--- src/rtl/alu_issue_arbiter.sv ---
// Round-robin arbiter sharing the single ALU issue slot between NUM_REQ issue queues.
// The winning payload is held in a one-entry output register that obeys the ALU valid/allowin handshake.
module alu_issue_arbiter #(
  parameter int unsigned NUM_REQ   = 4,
  parameter int unsigned PAYLOAD_W = 128,
  parameter int unsigned ID_W      = $clog2(NUM_REQ)
) (
  input  logic                         clk_i,
  input  logic                         reset_i,
  input  logic                         flush_i,
  input  logic [NUM_REQ-1:0]           req_valid_i,
  input  logic [NUM_REQ*PAYLOAD_W-1:0] req_payload_i,
  output logic [NUM_REQ-1:0]           req_ready_o,
  input  logic                         alu_allowin_i,
  output logic                         issue_to_alu_valid_o,
  output logic [PAYLOAD_W-1:0]         issue_inst_o,
  output logic [ID_W-1:0]              grant_id_o
);

  logic                 out_valid_q, out_valid_d;
  logic [PAYLOAD_W-1:0] out_payload_q, out_payload_d;
  logic [ID_W-1:0]      grant_id_q, grant_id_d;
  logic [ID_W-1:0]      rr_q, rr_d;

  logic            load_en;
  logic            win_any;
  logic [ID_W-1:0] winner;

  assign load_en = !flush_i && (alu_allowin_i || !out_valid_q);

  // Scan forward from rr_q; the first valid index at the smallest offset wins.
  always_comb begin
    int unsigned idx;
    win_any = 1'b0;
    winner  = '0;
    for (int unsigned off = 0; off < NUM_REQ; off++) begin
      idx = (int'(rr_q) + off) % NUM_REQ;
      if (!win_any && req_valid_i[idx]) begin
        win_any = 1'b1;
        winner  = ID_W'(idx);
      end
    end
  end

  always_comb begin
    req_ready_o = '0;
    if (!reset_i && load_en && win_any) begin
      req_ready_o[winner] = 1'b1;
    end
  end

  always_comb begin
    out_valid_d   = out_valid_q;
    out_payload_d = out_payload_q;
    grant_id_d    = grant_id_q;
    rr_d          = rr_q;
    if (flush_i) begin
      out_valid_d = 1'b0;
    end else if (load_en) begin
      if (win_any) begin
        out_valid_d   = 1'b1;
        out_payload_d = req_payload_i[winner*PAYLOAD_W +: PAYLOAD_W];
        grant_id_d    = winner;
        rr_d          = (winner == ID_W'(NUM_REQ - 1)) ? '0 : winner + ID_W'(1);
      end else begin
        out_valid_d = 1'b0;
      end
    end
  end

  always_ff @(posedge clk_i or posedge reset_i) begin
    if (reset_i) begin
      out_valid_q   <= 1'b0;
      out_payload_q <= '0;
      grant_id_q    <= '0;
      rr_q          <= '0;
    end else begin
      out_valid_q   <= out_valid_d;
      out_payload_q <= out_payload_d;
      grant_id_q    <= grant_id_d;
      rr_q          <= rr_d;
    end
  end

  assign issue_to_alu_valid_o = out_valid_q;
  assign issue_inst_o         = out_payload_q;
  assign grant_id_o           = grant_id_q;

endmodule

--- config.mk ---
export PLATFORM = sky130hd
export DESIGN_NAME = alu_issue_arbiter
export DESIGN_NICKNAME = d
export VERILOG_FILES = /design/src/rtl/alu_issue_arbiter.sv
export SDC_FILE = /design/constraint.sdc
export NUM_CORES = 1
export LEC_CHECK = 0
export ABC_AREA = 1
export BUFFER_PORTS_ARGS = -buffer_cell sky130_fd_sc_hd__buf_2
export CORE_AREA = 2 2 258 260
export CTS_CLUSTER_DIAMETER = 100
export CTS_CLUSTER_SIZE = 30
export DETAILED_ROUTE_END_ITERATION = 10
export DIE_AREA = 0 0 260 262
export PLACE_DENSITY = 0.49
export SLEW_MARGIN = 30
export SYNTH_ARGS = -nofsm -noshare
export SYNTH_HDL_FRONTEND = slang
export SYNTH_SLANG_ARGS = --single-unit
--- constraint.sdc ---
create_clock -name clk_i -period 9.9 [get_ports clk_i]
set_clock_uncertainty 0.2 [all_clocks]
set_input_delay 0.495 -clock clk_i [delete_from_list [all_inputs] [get_ports clk_i]]
set_output_delay 0.495 -clock clk_i [all_outputs]
set_load 0.01 [all_outputs]
* Word level (Yosys, flattened, before mapping)
Index checks and enable logic that the tools add are counted.
W data, S select, Z words.
** Storage, ports and cells
- Register bits after elaboration :: 133
- Bits of input ports :: 520
- Output and inout port bits :: 135
- Word-level logic and storage cells :: 56
** Operators by class
- Add/subtract/negate cells :: 4
- Order comparisons :: 6
- Equality and inequality tests :: 1
- Shift operators :: 1
- Multiplexer cells :: 23
- Bitwise gates (word level) :: 1
- Reduce and logical (&&, ||, !) cells :: 16
** Operator list (number)
- $shiftx A512 B10 Y128 :: 1
- $lt A2 B3 Y1 const B :: 5
- $mux W1 :: 12
- $mux W2 :: 5
- $bmux W1 S2 :: 4
- $logic_and A1 B1 Y1 :: 7
- $logic_not A1 Y1 :: 6
- $add A2 B1 Y2 const B :: 2
- $add A2 B2 Y2 const B :: 2
- $mux W4 :: 1
- $reduce_and A3 Y1 :: 1
- $demux W1 S2 :: 1
- $eq A2 B2 Y1 const B :: 1
- $ge A2 B1 Y1 const B :: 1
- $reduce_bool A2 Y1 :: 1
- $logic_or A1 B1 Y1 :: 1
- $not A1 Y1 :: 1

* Longest topological paths before layout
Gate-level depths: netlist of run 1.
- Depth after elaboration :: 17
- Gate-level depth with buffers :: 16
- Mapped depth without buffers :: 13

* Least setup slack after synthesis of run 1
Ideal clock, no wire load.
- Path kind :: input -> output
- From :: input reset_i
- To :: output req_ready_o[0]
- Arrival :: 4083 ps
- Path slack :: 5122 ps
- Cell stages on the path :: 3
- Path buffers :: 0
- Cells stage by stage :: inv_1 nand2_1 nor3_1
** On the way
- Word-level cells in the longest chain between the ends :: 4
** RTL lines
- from (decl) :: line 9 : input logic reset_i,
- $logic_not A1 Y1 (no source line)
- $logic_and A1 B1 Y1 (2 in series) :: line 47 : if (!reset_i && load_en && win_any) begin
- $mux W4 :: line 47
- to (decl) :: line 13 : output logic [NUM_REQ-1:0] req_ready_o,
No other way between the ends.

* Worst setup path after layout of run 1
- From :: input flush_i
- To :: register out_payload_q[38] (netlist: issue_inst_o[38])
** On the way
- Word-level cells in the longest chain between the ends :: 3
- Elaborated cells between the ends (all ways) :: 4
- Classes of those cells :: 1 x bitwise; 3 x reduce/logical
** RTL lines
- from (decl) :: line 10 : input logic flush_i,
- $logic_not A1 Y1 :: line 29 : assign load_en = !flush_i && (alu_allowin_i || !out_valid_q);
- $logic_and A1 B1 Y1 :: line 29
- $reduce_and A3 Y1 (no source line) (*)
- to (signal assigned) :: line 79 : out_payload_q <= out_payload_d;
- to (decl) :: line 21 : logic [PAYLOAD_W-1:0] out_payload_q, out_payload_d;
Mark *: on every way between the ends. The rest lies on a longest branch, timed or not.
A chain may end at the register's enable or synchronous reset.

==> impl_metrics.csv, run 1 <==
group,metric,value,unit
grt,vias_in_the_first_global_route,12900,
timing,fmax,234,MHz
route,post_drt_via_cell_ratio,4.43,
die,fp-row-count,94,
grt,grt_use_total,14.5,%
timing,finalMaxSlewViolations,0,
worst_setup_path,critical_path_peak_fanout,68,
yosys,share_of_the_synthesized_area_in_compound_gates_ao_oa_aoi_oai,0.302,%
cts,cts.repair_timing.setup_buffer_count,0,
die,initial_core_util,15.9,%
cts,numCtsBuffers,17,
timing,final.period_utilization,43.2,%
grt,grt_max_degree,146,
power_and_ir_drop,post-layout-total-power,5.76,mW
yosys,synthAdderAreaFrac,0.241,%
worst_setup_path,cp_capture_point,"issue_inst_o[38]$_DFFE_PP0P_",
grt,gr-total-overflow,0,
worst_setup_path,setup.worst_path.class,"primary input to flop",
die,chipHeight,262,µm
timing,finalWorstPathRequiredPeriod,4.28,ns
die,pin_count,655,
worst_setup_path,timing.critical_path.to_type,"flop",
die,die_ar,68100,µm²
cts,cts-resized-gates,0,
route,routed_wirelength,52700,µm
yosys,share_of_cell_area_taken_by_muxes_after_synthesis,0,%
route,drc_errors,0,
yosys,ys_types,21,
die,fp.dieW,260,µm
layout,nets,2715,
layout,drive_above_1_share,32.4,%
yosys,synth.ff_latch_count,133,
timing,unrepaired_setup_endpoints_after_global_routing,"no",
layout,final_cell_count_without_fillers,3068,
route,route.detailed.wl_per_inst,17.2,µm
timing,worst_slew_pin_slew,0.915,ns
worst_setup_path,critical_path_required,10.09,ns
power_and_ir_drop,power.ir.vdd_worst,0.000319,V
cts,hold_buffers,2,
yosys,syn_inst,1668,
yosys,syn_area_per_cell,6.22,µm²
grt,antenna_found_initial,12,
worst_setup_path,worst_setup_path_start_kind,"primary input",
worst_setup_path,worst-r2r-setup-slack,5.67,ns
cts,clock_tree.htree_level_count,4,
layout,most_frequent_cells_in_the_layout,"nand2_1, buf_2, nand3_1",
layout,areaGrowthSynthToFinish,41.0,%
route,dr_total_vias,13600,
worst_setup_path,worst_r2r_endpoint,"issue_inst_o[38]$_DFFE_PP0P_",
yosys,post_synth_main_area_contributors,"dfrtp_1, nand2_1, nand4_1, nand3_1, buf_2",
cts,tritoncts_num_sinks,133,
route,first_pass_iteration_count_of_the_detailed_router,8,
placed_design,place.detailed.instances,3036,
route,initialDrtViolationCount,784,
route,route.antenna.remaining_nets,0,
timing,slew-limit-headroom,39.0,%
timing,timing.hold.ws,0.120,ns
timing,finalSetupViolations,0,
cts,clkTransAtPathRegs,0.07,ns
placed_design,dp_hpwl,38900,µm
flow_run,drv.max_cap_violation_count,0,
yosys,yosys.area_share.simple,58.2,%
worst_setup_path,timing.reg2reg.worst_path_depth,13,
worst_setup_path,rr_startpoint,"rr_q[0]$_DFFE_PP0P_",
timing,setup-tns-final,0,ns
yosys,netlist.top_cell.by_area,"dfrtp_1",
placed_design,globalplace.congestion,0.815,
grt,grt_first_pass_wirelength,75700,µm
worst_hold_path,worstHoldPathType,"primary input to flop",
worst_setup_path,crit_start,"flush_i",
run_status,run_status,"complete, no violations",
cts,worst_case_clock_buffer_depth,2,
cts,worst_skew_pair.late_latency,0.46,ns
power_and_ir_drop,leakage,8.17,nW
yosys,synth_xor_xnor_area_share,0,%
power_and_ir_drop,powerDensity,394,nW/µm²
yosys,fraction_of_synthesized_cell_area_taken_by_the_top_area_cell_type,32.1,%
yosys,dominant_combinational_cell_family_by_area_after_synthesis,"simple AND/OR/NAND/NOR gates",
timing,finalHoldViolations,0,
layout,layout.cells.most_common,"nand2_1",
yosys,ys_warn_count,0,
yosys,syn_nets,2190,
yosys,mappedNetlistArea,10400,µm²
cts,clockRootBuffer,"clkbuf_16",
layout,layout.filler_cells,7567,
yosys,yosysSeqAreaShare,32.1,%
worst_setup_path,timing.critical_path.arrival,4.47,ns
cts,tritoncts,"yes",
placed_design,count_of_port_buffers_added_during_placement,654,
die,floorplan.core_area,65300,µm²
[Yosys cell counts]
master,instances
nand3_2,3
a21oi_1,1
clkbuf_1,52
inv_6,1
o21ai_0,4
nor2_1,4
nand2_2,4
dfrtp_1,133
nand4_1,256
inv_2,3
buf_4,5
a31oi_1,1
ha_1,2
buf_6,15
buf_2,87
nand2_1,807
nand3_1,263
nor2_4,1
nor3_1,2
inv_1,14
buf_1,10
[cell families after synthesis]
family | Yosys count
AO/OA/AOI/OAI | 6
AND/OR/NAND/NOR | 1340
buffers and inverters | 187
adder cells (fa/ha/maj) | 2
flip-flops | 133
[metal layers]
layer  vias up  global-route usage [%]  wire length, µm
li1       6705                       -                -
met1      6271                    17.3            21900
met2       542                    24.6            25100
met3        76                    4.50             4360
met4        12                    5.04             1260
met5         -                       0               74
[cell type report]
cell class                 instances  area, µm²  area share [%]
clock inverter                     9       83.8           0.573
multi-input combinational       1348       6140            42.0
sequential                       133       3330            22.8
clock buffer                      20        447            3.05
antenna                            1       2.50          0.0171
inverter                          18       87.6           0.599
tap                              864       1080            7.39
timing repair buffer             675       3450            23.6
[worst min-delay path by stage]
stage / cells past startpoint / to / from / slack (ns)
after detailed placement: 2 / grant_id_o[1]$_DFFE_PP0P_ / grant_id_o[1]$_DFFE_PP0P_ / 0.27
after floorplan: 2 / grant_id_o[1]$_DFFE_PP0P_ / grant_id_o[1]$_DFFE_PP0P_ / 0.32
after global placement: 2 / grant_id_o[0]$_DFFE_PP0P_ / grant_id_o[0]$_DFFE_PP0P_ / 0.27
after global routing: 5 / issue_inst_o[64]$_DFFE_PP0P_ / req_payload_i[320] / 0.11
final: 4 / issue_to_alu_valid_o$_DFFE_PP0P_ / alu_allowin_i / 0.12
after CTS: 4 / issue_to_alu_valid_o$_DFFE_PP0P_ / alu_allowin_i / 0.08
[where the power goes]
group / total (mW) / switching (mW) / internal [mW]
Clock: 0.611 / 0.265 / 0.346
Sequential: 0.965 / 0.143 / 0.822
Combinational: 4.18 / 2.97 / 1.21
[critical path, stage by stage]
cell and delay [ns]:
dlygate4sd3_1 0.58, buf_2 0.14, a21oi_1 0.43, nand2_8 0.34, inv_6 0.53, nand2_1 0.19, inv_4 0.52, buf_4 0.70
nand2_1 0.12, nand3_1 0.12
[registers in the layout, summed over array words and instances (netlist names)]
name,flops
issue_inst_o,128
grant_id_o,2
rr_q,2
issue_to_alu_valid_o,1
[per-stage QoR]
| step | cell area (µm²) | utilization, % | setup WS, ns |
|---|---|---|---|
| 2_1_floorplan | 10400 | - | 5.12 |
| 3_3_place_gp | 14100 | 21.6 | 5.63 |
| 3_5_place_dp | 14100 | 21.6 | 5.61 |
| 4_1_cts | 14600 | 22.4 | 5.59 |
| 5_1_grt | 14600 | 22.4 | 5.33 |
| 6_report | 14600 | 22.4 | 5.62 |
Note: power is estimated with default switching activity, not from simulation.
==> run 2: changes to the inputs <==
--- a/config.mk
+++ b/config.mk
@@ -5,14 +5,14 @@
 export SDC_FILE = /design/constraint.sdc
 export NUM_CORES = 1
 export LEC_CHECK = 0
-export ABC_AREA = 1
+export ABC_AREA = 0
 export BUFFER_PORTS_ARGS = -buffer_cell sky130_fd_sc_hd__buf_2
-export CORE_AREA = 2 2 258 260
+export CORE_AREA = 2 2 256 258
 export CTS_CLUSTER_DIAMETER = 100
 export CTS_CLUSTER_SIZE = 30
 export DETAILED_ROUTE_END_ITERATION = 10
-export DIE_AREA = 0 0 260 262
-export PLACE_DENSITY = 0.49
+export DIE_AREA = 0 0 258 260
+export PLACE_DENSITY = 0.45
 export SLEW_MARGIN = 30
 export SYNTH_ARGS = -nofsm -noshare
 export SYNTH_HDL_FRONTEND = slang
==> constraint.sdc (replaced) <==
create_clock -name clk_i -period 4.25 [get_ports clk_i]
set_clock_uncertainty 0.2 [all_clocks]
set_input_delay 0.2125 -clock clk_i [delete_from_list [all_inputs] [get_ports clk_i]]
set_output_delay 0.2125 -clock clk_i [all_outputs]
set_load 0.01 [all_outputs]
==> impl_metrics.csv, run 2 <==
group,metric,value,unit
route,drc_errors,0,
yosys,synth-edff-count,0,
yosys,synth.ff_latch_count,133,
grt,gr-total-overflow,0,
timing,worst_slack,0.726,ns
yosys,dominantRegCellSynth,"dfrtp_1",
timing,finalMaxSlewViolations,0,
grt,antenna_found_initial,4,
cts,clkTransAtPathRegs,0.07,ns
cts,cts.repair_timing.setup_buffer_count,0,
placed_design,post_dp_cell_area,11800,µm²
timing,slew-limit-headroom,38.3,%
layout,areaGrowthSynthToFinish,96.8,%
timing,unrepaired_setup_endpoints_after_global_routing,"no",
timing,timing.hold.ws,0.161,ns
route,post_drt_via_cell_ratio,3.98,
placed_design,count_of_port_buffers_added_during_placement,654,
worst_setup_path,timing.critical_path.slowest_stage_cell,"nor3_1",
timing,finalWorstPathRequiredPeriod,3.52,ns
yosys,mappedNetlistArea,7610,µm²
worst_setup_path,critical_path_peak_fanout,63,
yosys,netlist.top_cell.by_area,"dfrtp_1",
route,route.detailed.wl_per_inst,16.1,µm
layout,layout.cells.most_common,"buf_2",
die,die_ar,67100,µm²
power_and_ir_drop,power.ir.vdd_worst,0.000240,V
worst_hold_path,worstHoldPathType,"primary input to asynchronous set/reset pin",
layout,final_cell_count_without_fillers,2497,
worst_setup_path,worst_setup_path_start_kind,"flop",
worst_setup_path,critical_path.max_stage_delay,0.76,ns
route,first_pass_iteration_count_of_the_detailed_router,7,
timing,fmax,284,MHz
grt,grt_first_pass_wirelength,59200,µm
yosys,synth_most_common_cell,"nand2_1",
cts,clock_tree.htree_level_count,4,
yosys,synthArstFlopShare,100,%
timing,worst_slew_pin_slew,0.919,ns
layout,drive_above_1_share,42.7,%
yosys,post_synth_main_area_contributors,"dfrtp_1, mux2i_1, a22oi_1, o211ai_1, nand2_1",
cts,worst_case_clock_buffer_depth,2,
yosys,ys_warn_count,0,
placed_design,globalplace.congestion,0.913,
layout,largest_reg_flops,128,
yosys,syn_nets,1283,
route,route.antenna.remaining_nets,0,
die,chipHeight,260,µm
worst_setup_path,setup.worst_path.class,"flop to flop",
yosys,ys_types,27,
cts,tritoncts_num_sinks,133,
yosys,fraction_of_synthesized_cell_area_taken_by_the_top_area_cell_type,43.8,%
layout,post-route-cell-area,15000,µm²
cts,numCtsBuffers,17,
worst_setup_path,crit_chain,"nor2b_1 > nor3_1 > nand2_4 > buf_12 > o211ai_1 > dlygate4sd3_1",
cts,hold_buffers,259,
cts,worst_skew_pair.late_latency,0.46,ns
die,initial_core_util,11.9,%
yosys,yosysSeqAreaShare,43.8,%
placed_design,place.detailed.instances,2207,
worst_setup_path,timing.critical_path.to_type,"flop",
yosys,syn_area_per_cell,9.99,µm²
power_and_ir_drop,leakage,7.22,nW
die,floorplan.core_area,64100,µm²
timing,final.period_utilization,82.9,%
route,initialDrtViolationCount,505,
run_status,run_status,"complete, no violations",
placed_design,dp_slack,1.24,ns
worst_setup_path,critical_path_required,4.44,ns
die,fp.dieW,258,µm
timing,finalSetupViolations,0,
cts,tritoncts,"yes",
power_and_ir_drop,powerDensity,439,nW/µm²
die,pin_count,655,
grt,grt_use_total,11.5,%
flow_run,drv.max_cap_violation_count,0,
grt,grt_max_degree,130,
timing,setup-tns-final,0,ns
layout,nets,2152,
placed_design,dp_hpwl,29300,µm
die,fp-row-count,93,
grt,vias_in_the_first_global_route,10500,
cts,cts-resized-gates,0,
route,dr_total_vias,9930,
timing,finalHoldViolations,0,
yosys,syn_inst,761,
cts,clockRootBuffer,"clkbuf_16",
layout,most_frequent_cells_in_the_layout,"buf_2, dlygate4sd3_1, nand2_1",
yosys,commonest_cells_post_synth,"nand2_1, dfrtp_1, a22oi_1, mux2i_1, o211ai_1",
route,routed_wirelength,40300,µm
worst_setup_path,timing.critical_path.arrival,3.71,ns
run 2: cell count changes after synthesis, moves of 66 or more:
| cell | previous run | this run |
|---|---|---|
| nand2_1 | 807 | 135 |
| a22oi_1 | 0 | 129 |
| o211ai_1 | 0 | 129 |
| mux2i_1 | 0 | 129 |
| buf_2 | 87 | 21 |
| nand3_1 | 263 | 0 |
| nand4_1 | 256 | 0 |
run 2: final timing paths:
check	cells after the start	startpoint	slack, ns	endpoint
setup / recovery	6	issue_to_alu_valid_o$_DFFE_PP0P_	0.73	issue_inst_o[109]$_DFFE_PP0P_
hold / removal	3	reset_i	0.16	issue_inst_o[80]$_DFFE_PP0P_
setup reg to reg	6	issue_to_alu_valid_o$_DFFE_PP0P_	0.73	issue_inst_o[109]$_DFFE_PP0P_
hold reg to reg	2	grant_id_o[1]$_DFFE_PP0P_	0.29	grant_id_o[1]$_DFFE_PP0P_
max in group asynchronous	4	reset_i	2.68	issue_inst_o[29]$_DFFE_PP0P_
min in group clk_i	2	grant_id_o[1]$_DFFE_PP0P_	0.29	grant_id_o[1]$_DFFE_PP0P_
run 2: metrics by stage:
stage                     utilization, %  power (mW)
after floorplan                        -        3.32
after global placement              18.4        4.43
after detailed placement            18.4        4.44
after CTS                           23.3        6.66
after global routing                23.3        7.01
final                               23.3        6.58
run 2: worst max-delay path, delay by kind of cell (launching register included):
family | cells | cell delay, ns
AND/OR/NAND/NOR | 3 | 1.59
buffers and inverters | 2 | 1.02
flip-flops | 1 | 0.37
AO/OA/AOI/OAI | 1 | 0.21
run 2: layout make-up:
cell class,instances,area (µm²)
fillers,7016,49100
repair buffers,923,6030
clock inverters,9,81.3
multi-input cells,551,3970
diodes,2,5.00
well taps,855,1070
inverters,4,20.0
flip-flops and latches,133,3330
clock buffers,20,467
run 2: cells by family (layout without fill, tap and decap cells):
kind of cell | after synthesis | count (layout) | share of synthesized area, %
flops | 133 | 133 | 43.8
mux | 129 | 129 | 17.0
fa+ha+maj | 2 | 2 | 0.329
simple gates | 150 | 150 | 7.85
buf+inv | 77 | 956 | 4.59
compound gates | 270 | 270 | 26.5
other cells | 0 | 2 | 0
run 2: metal layers:
metal	vias to the layer above	part of all wire (%)	GRT usage [%]
li1	4647	-	-
met1	4708	38	12.1
met4	4	4.8	7.15
met3	71	7.3	3.19
met5	-	0.045	0
met2	500	50	20.5
run 2: report_power, final:
group	internal, mW	total (mW)	switching, mW
clock	0.836	1.46	0.623
sequential	1.71	1.99	0.286
combinational	1.71	3.12	1.42
